`src/rtl/clk_ctrl.sv`:
```
// CPU clock/reset controller: waits for PLL lock, holds CPU reset, then
// issues clock enables in free-run, divided slow-run or debounced single-step.
module clk_ctrl #(
   parameter int unsigned RST_CYCLES = 16,
   parameter int unsigned DEB_CYCLES = 1024,
   parameter int unsigned DIV_W      = 24
) (
   input  logic             clk,
   input  logic             rst_n,
   input  logic             pll_lock,
   input  logic             run_req,
   input  logic             step_btn,
   input  logic             slow_mode,
   input  logic [DIV_W-1:0] div_val,
   output logic             cpu_rst_n,
   output logic             cpu_en,
   output logic [2:0]       state_o,
   output logic [15:0]      en_cnt
);

   localparam int unsigned HOLD_W = $clog2(RST_CYCLES + 1);
   localparam int unsigned DEB_W  = $clog2(DEB_CYCLES + 1);

   typedef enum logic [2:0] {
      WAIT_LOCK = 3'd0,
      RST_HOLD  = 3'd1,
      STOP      = 3'd2,
      RUN       = 3'd3,
      STEP      = 3'd4
   } state_t;

   state_t             state, state_nx;
   logic [1:0]         lock_q, run_q, btn_q;
   logic               lock_s, run_s, btn_s;
   logic [DEB_W-1:0]   deb_cnt;
   logic               deb_lvl, deb_prev;
   logic               step_c;
   logic [HOLD_W-1:0]  hold_cnt;
   logic [DIV_W-1:0]   div_cnt;
   logic               div_match_c;
   logic               cpu_rst_nx, cpu_en_nx;

   assign lock_s      = lock_q[1];
   assign run_s       = run_q[1];
   assign btn_s       = btn_q[1];
   assign step_c      = deb_lvl & ~deb_prev;
   assign div_match_c = (div_cnt >= div_val);
   assign state_o     = state;

   // Two-flop synchronizers for the asynchronous inputs
   always_ff @(posedge clk or negedge rst_n) begin
      if (!rst_n) begin
         lock_q <= '0;
         run_q  <= '0;
         btn_q  <= '0;
      end else begin
         lock_q <= {lock_q[0], pll_lock};
         run_q  <= {run_q[0], run_req};
         btn_q  <= {btn_q[0], step_btn};
      end
   end

   // Debounce: accept a new button level only after DEB_CYCLES steady differing cycles
   always_ff @(posedge clk or negedge rst_n) begin
      if (!rst_n) begin
         deb_cnt  <= '0;
         deb_lvl  <= 1'b0;
         deb_prev <= 1'b0;
      end else begin
         deb_prev <= deb_lvl;
         if (btn_s == deb_lvl) begin
            deb_cnt <= '0;
         end else if (deb_cnt == DEB_W'(DEB_CYCLES - 1)) begin
            deb_lvl <= btn_s;
            deb_cnt <= '0;
         end else begin
            deb_cnt <= deb_cnt + DEB_W'(1);
         end
      end
   end

   // Reset-hold and slow-mode divider counters
   always_ff @(posedge clk or negedge rst_n) begin
      if (!rst_n) begin
         hold_cnt <= '0;
         div_cnt  <= '0;
      end else begin
         hold_cnt <= (state == RST_HOLD) ? hold_cnt + HOLD_W'(1) : '0;
         if (state != RUN || div_match_c) div_cnt <= '0;
         else                             div_cnt <= div_cnt + DIV_W'(1);
      end
   end

   // State register and registered CPU controls
   always_ff @(posedge clk or negedge rst_n) begin
      if (!rst_n) begin
         state     <= WAIT_LOCK;
         cpu_rst_n <= 1'b0;
         cpu_en    <= 1'b0;
      end else begin
         state     <= state_nx;
         cpu_rst_n <= cpu_rst_nx;
         cpu_en    <= cpu_en_nx;
      end
   end

   // Next-state and next-output logic; loss of lock overrides everything
   always_comb begin
      state_nx   = state;
      cpu_rst_nx = 1'b1;
      cpu_en_nx  = 1'b0;
      case (state)
         WAIT_LOCK: begin
            cpu_rst_nx = 1'b0;
            if (lock_s) state_nx = RST_HOLD;
         end
         RST_HOLD: begin
            cpu_rst_nx = 1'b0;
            if (hold_cnt == HOLD_W'(RST_CYCLES - 1)) state_nx = STOP;
         end
         STOP: begin
            if (run_s)       state_nx = RUN;
            else if (step_c) state_nx = STEP;
         end
         RUN: begin
            cpu_en_nx = ~slow_mode | div_match_c;
            if (!run_s) state_nx = STOP;
         end
         STEP: begin
            cpu_en_nx = 1'b1;
            state_nx  = STOP;
         end
         default: state_nx = WAIT_LOCK;
      endcase
      if (state != WAIT_LOCK && !lock_s) state_nx = WAIT_LOCK;
   end

   // Enable counter, cleared while the CPU is held in reset
   always_ff @(posedge clk or negedge rst_n) begin
      if (!rst_n)          en_cnt <= '0;
      else if (!cpu_rst_n) en_cnt <= '0;
      else if (cpu_en)     en_cnt <= en_cnt + 16'd1;
   end

endmodule

```
`config.mk`:
```
export PLATFORM = sky130hd
export DESIGN_NAME = clk_ctrl
export DESIGN_NICKNAME = d
export VERILOG_FILES = /design/src/rtl/clk_ctrl.sv
export SDC_FILE = /design/constraint.sdc
export NUM_CORES = 1
export LEC_CHECK = 0
export CORE_MARGIN = 4
export CORE_UTILIZATION = 30
export CTS_CLUSTER_DIAMETER = 80
export CTS_CLUSTER_SIZE = 8
export DETAILED_ROUTE_END_ITERATION = 6
export GPL_ROUTABILITY_DRIVEN = 1
export SETUP_SLACK_MARGIN = 0.3
export SYNTH_ARGS = -nofsm -noshare
export SYNTH_HDL_FRONTEND = slang
export SYNTH_SLANG_ARGS = --single-unit
```
`constraint.sdc`:
```
create_clock -name clk -period 2.3 [get_ports clk]
set_input_delay 0.575 -clock clk [delete_from_list [all_inputs] [get_ports clk]]
set_output_delay 0.575 -clock clk [all_outputs]
set_load 0.02 [all_outputs]
```
==> reports/qor.yml, run 1 <==
cts.sinks: 69
status: "completed"
end_kind: "flop"
ctsLongestPathBuffers: 2
crit_required_ps: 2540
antenna_left: 0
synthTopCellsByCount: "dfrtp_1 (69), inv_1 (39), nor3_1 (33)"
h-tree-depth: 3
yosysUniqueCellTypes: 48
power_density_nw_per_um2: 501
gp_congestion: 0.758
overflow: 0
die_area_um2: 14400
wire_per_inst_um: 13.6
clock_latency_ps: 320
postSynth.asyncResetShare: 1.00
min_period_over_period: 0.975
ys_seq_area_frac: 0.460
ff2ff_path_depth: 9
syn_to_final_growth_pct: 45.6
grt_pass1_wl_mm: 15.0
ioPinCount: 51
fin_area_um2: 5470
syn_area_per_cell_um2: 9.88
drc: 0
crit_arrival_ps: 2480
finalSetupViolCount: 0
ys_warn_count: 0
synth_area_um2: 3760
synth.area.top_cells: "dfrtp_1 (46%), ha_1 (9.7%), xnor2_1 (5.8%)"
yosysMostFrequentCell: "dfrtp_1"
drive_gt1_frac: 0.290
clk_pin_slew_ps: 60
syn_inst: 380
antennaDiodeCount: 0
r2r_slack_ps: 60
floorplan.initialDensity: 0.310
crit_type: "flop to flop"
wl_mm: 8.64
drt-initial-drc-count: 119
synth-main-ff-cell: "dfrtp_1"
final_max_slew_viol_count: 0
fillers: 1148
post_dp_cell_area_um2: 4770
synth_edf_count: 0
yosys.area.top_type_share: 0.460
hp-class: "input port to async pin"
maxCapViolCount: 0
root_buffer: "clkbuf_16"
holdBufCountCts: 0
grt_max_degree: 34
seq_area_um2: 1730
viasPerCell: 4.69
drt_first_pass_iters: 4
relSlewSlack: 0.664
vias: 2988
start_kind: "flop"
leakagePower_nw: 2.42
clock.fmax_mhz: 446
port_buffers: 50
grt_use_total: 0.127
nets: 524
r2r_start: "div_cnt[11]"
antenna_found_initial: 0
ir_worst_vdd_uv: 413
tightest_slew_ps: 503
rsz0062_at_grt: "true"
timing.rr.end: "div_cnt[3]"
core_area_um2: 12100
fin_crit_ps: 2240
hpwl_mm: 5.92
post-place-ws_ps: -566
report.final.hold_viol_count: 0
num_rows: 40
finClkSkew_ps: 8.08
grt_pass1_vias: 3183
yosys_register_bits: 69
cp_max_fo: 6
yosysTopAreaCell: "dfrtp_1"
multi_input_area_um2: 2260
cts_tree: "done"
synth_nets: 439
cts_made_buffers: 9
worst_slack_ps: 58.6
die_h_um: 120
die_x_um: 120
==> state kept, by name (all words and copies together), names as in the netlist <==
signal / flops
btn_q: 2
cpu_en: 1
cpu_rst_n: 1
deb_cnt: 11
deb_lvl: 1
deb_prev: 1
div_cnt: 24
en_cnt: 16
hold_cnt: 5
lock_q: 2
run_q: 2
state_o: 3
==> placed cells by master, fill, tap and decap left out, types with 6 or more instances in the layout <==
cell / netlist / final
nand3_1: 16 / 16
dfrtp_1: 69 / 64
ha_4: 0 / 15
nor3_2: 1 / 20
buf_2: 2 / 8
clkbuf_16: 0 / 9
dlygate4sd2_1: 0 / 15
inv_2: 0 / 6
a21oi_1: 10 / 8
nor2_1: 26 / 25
xor2_1: 19 / 19
inv_1: 39 / 27
nand4_1: 10 / 10
xnor2_1: 25 / 25
ha_1: 29 / 11
nor3_1: 33 / 9
clkdlybuf4s50_1: 0 / 19
nand2_1: 22 / 21
dlymetal6s2s_1: 0 / 6
buf_4: 0 / 24
and2_1: 12 / 12
==> area by class of cell <==
type / count / share of cell area
well taps: 168 / 0.0384
repair buffers: 82 / 0.146
flip-flops and latches: 69 / 0.317
multi-input cells: 264 / 0.413
clock buffers: 15 / 0.0544
inverters: 39 / 0.0313
==> metrics by stage <==
| stage | util | total power [mW] | TNS (ps) | std cells | hold WS (ps) |
|---|---|---|---|---|---|
| floorplan | - | 1.32 | 0 | 380 | 279 |
| global placement | 0.394 | 1.41 | -10880 | 603 | 338 |
| global route | 0.452 | 2.86 | 0 | 637 | 235 |
| CTS | 0.444 | 2.77 | 0 | 634 | 222 |
| finish | 0.452 | 2.74 | 0 | 637 | 219 |
| detailed placement | 0.394 | 1.42 | -12490 | 603 | 338 |
==> kinds of logic after synthesis <==
group / count (synthesis) / synth area share
and+or+nand+nor: 157 / 0.229
DFF: 69 / 0.460
buffers and inverters: 47 / 0.0496
xor gates and xnor gates: 44 / 0.103
AOI/OAI and AO/OA: 32 / 0.0570
adders and majority gates: 29 / 0.0966
muxes: 2 / 0.00566
==> worst max path at each step <==
stage                     slack (ps)         from  depth (start not counted)           to
after global routing             0.9  div_cnt[18]                          9   div_cnt[3]
after floorplan                  160  div_val[11]                          8   div_cnt[0]
final                             60  div_cnt[11]                          9   div_cnt[3]
after CTS                         50   div_cnt[9]                          9  div_cnt[18]
after detailed placement        -570  div_val[11]                          9  div_cnt[23]
after global placement          -470  div_val[11]                          9       cpu_en
==> critical path, stage by stage, from the launching register on <==
cell,delay [ps]
dfrtp_1,410
ha_4,250
and2_4,130
a221o_1,350
a221oi_4,310
o211ai_2,160
buf_4,160
buf_6,130
buf_12,140
nor3_2,100
==> routing by layer <==
metal / track usage / part of all wire
met1: 0.169 / 0.48
met2: 0.202 / 0.47
met3: 0.0292 / 0.035
met4: 0.0472 / 0.017
met5: 0 / 0
==> power breakdown <==
group	switching (mW)	internal, mW	leakage (nW)
logic	0.0812	0.0757	1.34
registers	0.0120	1.23	0.935
clock network	0.468	0.872	0.148
==> repair_timing <==
action	in CTS	in global routing
gates resized for setup	80	21
setup endpoints to repair	29	34
pin swaps	31	18
cloned	3	0
buffers inserted	13	3
No activity file was read; power rests on OpenSTA's default activity.
==> run 2, diff against run 1 <==
ABC_AREA = 1   (was unset)
==> reports/qor.yml, run 2 <==
cts_made_buffers: 9  # unchanged
die_x_um: 126  # +5.3%
antennaDiodeCount: 0  # unchanged
leakagePower_nw: 2.65  # +9.4%
crit_type: "flop to flop"
crit_required_ps: 2560  # +20 ps
power_mw: 3.39  # +24%
grt_pass1_wl_mm: 17.1  # +14%
ys_seq_area_frac: 0.411  # -0.0485
yosysMostFrequentCell: "nand2_1"
status: "completed"
finClkSkew_ps: 7.52  # -0.558 ps
grt_use_total: 0.129  # +0.00224
syn_to_final_growth_pct: 34.1
yosysUniqueCellTypes: 40  # -17%
cts.sinks: 69  # unchanged
drt-initial-drc-count: 142  # +19%
yosys_register_bits: 69  # unchanged
syn_area_per_cell_um2: 8.17  # -17%
synth.area.top_cells: "dfrtp_1 (41%), nand2_1 (9.3%), ha_1 (8.6%)"
cts_tree: "done"
end_kind: "flop"
wl_mm: 9.58  # +11%
ctsLongestPathBuffers: 2  # unchanged
die_h_um: 126  # +5.3%
clock.fmax_mhz: 515  # +15%
maxCapViolCount: 0  # unchanged
ys_warn_count: 0  # unchanged
overflow: 0  # unchanged
hpwl_mm: 7.07  # +20%
p_sw_frac: 0.293  # +0.0883
ir_worst_vdd_uv: 372  # -9.9%
gp_congestion: 0.862  # +14%
final_max_slew_viol_count: 0  # unchanged
antenna_found_initial: 0  # unchanged
fillers: 1363  # +19%
relSlewSlack: 0.703  # +0.0384
clock_latency_ps: 330  # about the same
antenna_left: 0  # unchanged
min_period_over_period: 0.844  # -0.131
nets: 641  # +22%
core_area_um2: 13500  # +11%
num_rows: 42  # +5.0%
top_regs: "div_cnt: 24 flops, en_cnt: 16 flops, deb_cnt: 11 flops"
yosysTopAreaCell: "dfrtp_1"
die_area_um2: 16000  # +11%
final_common_cell: "nand2_1"
syn_inst: 514  # +35%
yosys.area.top_type_share: 0.411  # -0.0485
fin_crit_ps: 1940  # -300 ps
crit_arrival_ps: 2200  # -280 ps
power_frac_clock: 0.374  # -0.115
internal_power_mw: 2.40  # +10%
largest_register_ffs: 24  # unchanged
vias: 3468  # +16%
combPwrFrac: 0.226  # +0.169
tns_ps: 0  # unchanged
tightest_slew_ps: 443  # -60.7 ps
power.switching_mw: 0.995  # +77%
root_buffer: "clkbuf_16"
drive_gt1_frac: 0.245  # -0.0447
seqPwrFrac: 0.399  # -0.055
finalSetupViolCount: 0  # unchanged
cp_max_fo: 6  # unchanged
hp-class: "input port to async pin"
viasPerCell: 4.55  # -3.1%
regMostFlops: "div_cnt"
synth_edf_count: 0  # unchanged
port_buffers: 50  # unchanged
floorplan.initialDensity: 0.312  # +0.00200
start_kind: "flop"
synth_area_um2: 4200  # +12%
wire_per_inst_um: 12.6  # -7.5%
synth_nets: 573  # +31%
ioPinCount: 51  # unchanged
drc: 0  # unchanged
grt_pass1_vias: 3641  # +14%
report.final.hold_viol_count: 0  # unchanged
final_cell_mix: "nand2_1 (96), dfrtp_1 (66), inv_1 (62), nor2_1 (40), nor2_2 (31)"
drt_first_pass_iters: 4  # unchanged
rsz0062_at_grt: "false"
synthTopCellsByCount: "nand2_1 (104), inv_1 (77), dfrtp_1 (69)"
postSynth.asyncResetShare: 1.00  # unchanged
power_density_nw_per_um2: 603  # +20%
synth-main-ff-cell: "dfrtp_1"
grt_max_degree: 70  # +110%
clk_pin_slew_ps: 60  # about the same
h-tree-depth: 3  # unchanged
-- run 2: cell count changes in the layout (fill, tap and decap cells not counted), sizes merged, moves of 9 or more --
cell,previous run,this run
xnor2,25,6
a21oi,10,19
dlygate4sd2,15,25
and2,13,3
inv,39,85
nand2,23,112
nor2,26,83
buf,40,10
-- run 2: cells by family (layout without fill, tap and decap cells) --
family / Yosys count / in the layout / share of synthesized area
buffers and inverters: 88 / 161 / 0.0822
xor gates and xnor gates: 23 / 23 / 0.0480
AOI/OAI and AO/OA: 42 / 42 / 0.0584
and+or+nand+nor: 263 / 263 / 0.314
adders and majority gates: 29 / 29 / 0.0864
DFF: 69 / 69 / 0.411
-- run 2: final timing paths --
kind	startpoint	endpoint	slack [ps]	cells past startpoint
max	div_cnt[19]	div_cnt[2]	360	12
min	rst_n	div_cnt[10]	270	2
max reg2reg	div_cnt[19]	div_cnt[2]	360	12
min reg2reg	btn_q[0]	btn_q[1]	350	0
max in group asynchronous	rst_n	cpu_en	1730	2
min in group clk	btn_q[0]	btn_q[1]	350	0
-- run 2: critical path, cell delays in order, from the launching register on --
cell	delay (ps)
dfrtp_2	450
ha_1	340
nand2_1	90
inv_2	50
nand2_1	60
nand2_1	50
nand2_1	70
nand2_2	80
a21oi_4	160
nand3_4	110
buf_12	160
buf_12	140
nor2_4	100
-- run 2: what timing repair did --
| action | 4_1_cts | 5_1_grt |
|---|---|---|
| endpoints found under the setup margin | 31 | 29 |
| cloned | 2 | 0 |
| pin swaps | 53 | 14 |
| buffers inserted | 2 | 0 |
| hold endpoints to repair | 0 | 0 |
| gates resized for setup | 86 | 20 |
| hold buffers | 0 | 0 |
-- run 2: cell type report --
class                      instances  area, um2  area share
clock buffer                      12        256      0.0455
clock inverter                     4       22.5     0.00400
inverter                          85        319      0.0567
multi-input combinational        357       2420       0.430
sequential                        69       1730       0.307
tap                              176        220      0.0391
timing repair buffer              60        659       0.117
-- run 2: metal layers --
| metal | vias up | GRT usage | part of all wire |
|---|---|---|---|
| met1 | 1633 | 0.169 | 0.47 |
| met5 | - | 0 | 0 |
| met4 | 0 | 0.0416 | 0.015 |
| met3 | 14 | 0.0307 | 0.041 |
| li1 | 1763 | - | - |
| met2 | 58 | 0.212 | 0.47 |
-- run 2: power groups by stage --
| stage | logic (mW) | clock network (mW) | registers, mW |
|---|---|---|---|
| final | 0.768 | 1.27 | 1.36 |
| after global routing | 0.852 | 1.37 | 1.37 |
| after CTS | 0.778 | 1.32 | 1.36 |
| after detailed placement | 0.655 | 0 | 1.38 |
| after global placement | 0.641 | 0 | 1.37 |
| after floorplan | 0.348 | 0 | 1.40 |
-- run 2: stage by stage --
stage	area, um2	instances	util	setup slack, ps	hold slack (ps)
final	5630	763	0.419	359	267
after global routing	5630	763	0.419	283	296
after CTS	5580	763	0.415	301	285
after detailed placement	4970	743	0.370	-174	336
after global placement	4970	743	0.370	-144	335
after floorplan	4200	514	-	509	279
==> run 3, diff against run 2 <==
clock period = 1.9 ns   (was 2.3 ns; I/O delays follow)
==> reports/qor.yml, run 3 (synthesized netlist as in run 2, its figures left out) <==
leakagePower_nw: 2.77  # +4.5%
ctsLongestPathBuffers: 2  # unchanged
viasPerCell: 4.54  # -0.16%
drt-met1-wl_mm: 4.59  # +1.6%
finClkSkew_ps: 6.37  # -1.15 ps
antenna_found_initial: 0  # unchanged
num_rows: 42  # unchanged
slowest_stage: "dfrtp_2"
hpwl_mm: 7.21  # +1.9%
hp-class: "input port to async pin"
final_max_slew_viol_count: 0  # unchanged
die_h_um: 126  # unchanged
port_buffers: 50  # unchanged
ir_worst_vdd_uv: 585  # +57%
overflow: 0  # unchanged
report.final.hold_viol_count: 0  # unchanged
dr_wl_met3_um: 379  # -3.3%
grt_pass1_wl_mm: 17.1  # +0.36%
grt_pass1_vias: 3628  # -0.36%
rsz0062_at_grt: "true"
max_stage_delay_ps: 440  # about the same
end_kind: "flop"
drt-initial-drc-count: 204  # +44%
nets: 681  # +6.2%
clk_pin_slew_ps: 60  # about the same
cts.sinks: 69  # unchanged
seq_area_um2: 1750  # +1.2%
drive_gt1_frac: 0.391  # +0.145
dr.max_layer_used: "met4"
drc: 0  # unchanged
top_regs: "div_cnt: 24 flops, en_cnt: 16 flops, deb_cnt: 11 flops"
dr_wl_met2_mm: 4.85  # +7.3%
start_kind: "flop"
antennaDiodeCount: 0  # unchanged
die_area_um2: 16000  # unchanged
cts_tree: "done"
die_x_um: 126  # unchanged
floorplan.initialDensity: 0.312  # unchanged
holdBufCountCts: 0  # unchanged
crit_path_cell_trace: "ha_4, nand2_2, nor2_4, nand4_1, nor2_2, nand2_2, nand3_4, buf_12, buf_12, nor2_4"
crit_required_ps: 2110  # -450 ps
gp_congestion: 0.870  # +0.90%
min_period_over_period: 0.936  # +0.0918
h-tree-depth: 3  # unchanged
crit_arrival_ps: 1990  # -210 ps
power_density_nw_per_um2: 728  # +21%
drt_first_pass_iters: 5  # +1
status: "completed"
dp.cells: 753  # +1.3%
grt_use_total: 0.129  # -0.000590
clock.fmax_mhz: 562  # +9.2%
vias: 3644  # +5.1%
largest_register_ffs: 24  # unchanged
root_buffer: "clkbuf_16"
power_mw: 4.56  # +34%
cp_max_fo: 6  # unchanged
multi_input_area_um2: 2720  # +12%
tightest_slew_ps: 565  # +122 ps
antenna_left: 0  # unchanged
relSlewSlack: 0.623  # -0.0793
fillers: 1305  # -4.3%
final_common_cell: "nand2_1"
finalSetupViolCount: 0  # unchanged
clock_latency_ps: 330  # about the same
core_area_um2: 13500  # unchanged
stdcell_count: 803  # +5.2%
crit_type: "flop to flop"
wire_per_inst_um: 12.3  # -1.7%
final_cell_mix: "nand2_1 (86), inv_1 (53), dfrtp_1 (50), buf_4 (41), nor2_1 (38)"
regMostFlops: "div_cnt"
maxCapViolCount: 0  # unchanged
cts_made_buffers: 9  # unchanged
critical_path.top_delay_family: "simple AND/OR/NAND/NOR gates"
ioPinCount: 51  # unchanged
fin_crit_ps: 1780  # -163 ps
grt_max_degree: 34  # -51%
syn_to_final_growth_pct: 49.3
wl_mm: 9.91  # +3.4%
path_buf_inv: 2  # -1
run 3: cell types whose count changed in the layout (fill, tap and decap cells not counted), moves of 10 or more:
cell | previous run | this run
buf_4 | 4 | 41
nor2_4 | 11 | 28
dfrtp_1 | 66 | 50
dfrtp_2 | 3 | 19
nor2_2 | 31 | 16
ha_1 | 16 | 4
ha_4 | 12 | 24
clkdlybuf4s50_1 | 14 | 4
dlymetal6s2s_1 | 10 | 0
nand2_1 | 96 | 86
nand2_2 | 11 | 21
run 3: layer usage:
metal,global-route usage,vias up
li1,-,1851
met1,0.170,1714
met2,0.215,71
met3,0.0311,8
met4,0.0303,0
met5,0,-
run 3: cell type report:
class                           count  area share
Inverter                           85      0.0553
Sequential cell                    69       0.279
Clock buffer                        9      0.0359
Multi-Input combinational cell    357       0.434
Timing Repair Buffer              100       0.147
Tap cell                          176      0.0351
Clock inverter                      7      0.0144
run 3: worst register-to-register path, cell delays in order, from the launching register on:
cell	delay (ps)
dfrtp_2	440
ha_4	280
nand2_2	70
nor2_4	120
nand4_1	120
nor2_2	120
nand2_2	80
nand3_4	140
buf_12	130
buf_12	140
nor2_4	40
run 3: metrics by stage:
step | setup WS (ps) | hold slack (ps) | TNS [ps] | instance area, um2 | util
4_1_cts | 85.7 | 157 | 0 | 5960 | 0.443
2_1_floorplan | 284 | 179 | 0 | 4480 | -
3_3_place_gp | -373 | 337 | -8670 | 5330 | 0.396
3_5_place_dp | -399 | 341 | -9580 | 5330 | 0.396
6_report | 122 | 144 | 0 | 6270 | 0.466
5_1_grt | 28.6 | 177 | 0 | 6270 | 0.466
run 3: final timing paths:
path                             start          to  slack [ps]  depth (start not counted)
min reg2reg                  lock_q[0]   lock_q[1]         350                          0
min in group clk             lock_q[0]   lock_q[1]         350                          0
max in group asynchronous        rst_n  div_cnt[7]        1170                          2
min                              rst_n  en_cnt[13]         140                          1
max reg2reg                div_cnt[15]  div_cnt[4]         120                         10
max                        div_cnt[15]  div_cnt[4]         120                         10
run 3: timing repair:
item,in CTS,in global routing
gates cloned,2,0
setup endpoints to repair,53,48
pin swaps,15,35
gates resized for setup,109,58
hold endpoints to repair,0,0
buffers inserted,13,19
run 3: report_power, final:
group | leakage [nW] | total [mW] | switching [mW] | internal [mW]
logic | 1.71 | 1.16 | 0.627 | 0.534
registers | 0.910 | 1.63 | 0.0844 | 1.55
clock network | 0.151 | 1.77 | 0.627 | 1.14
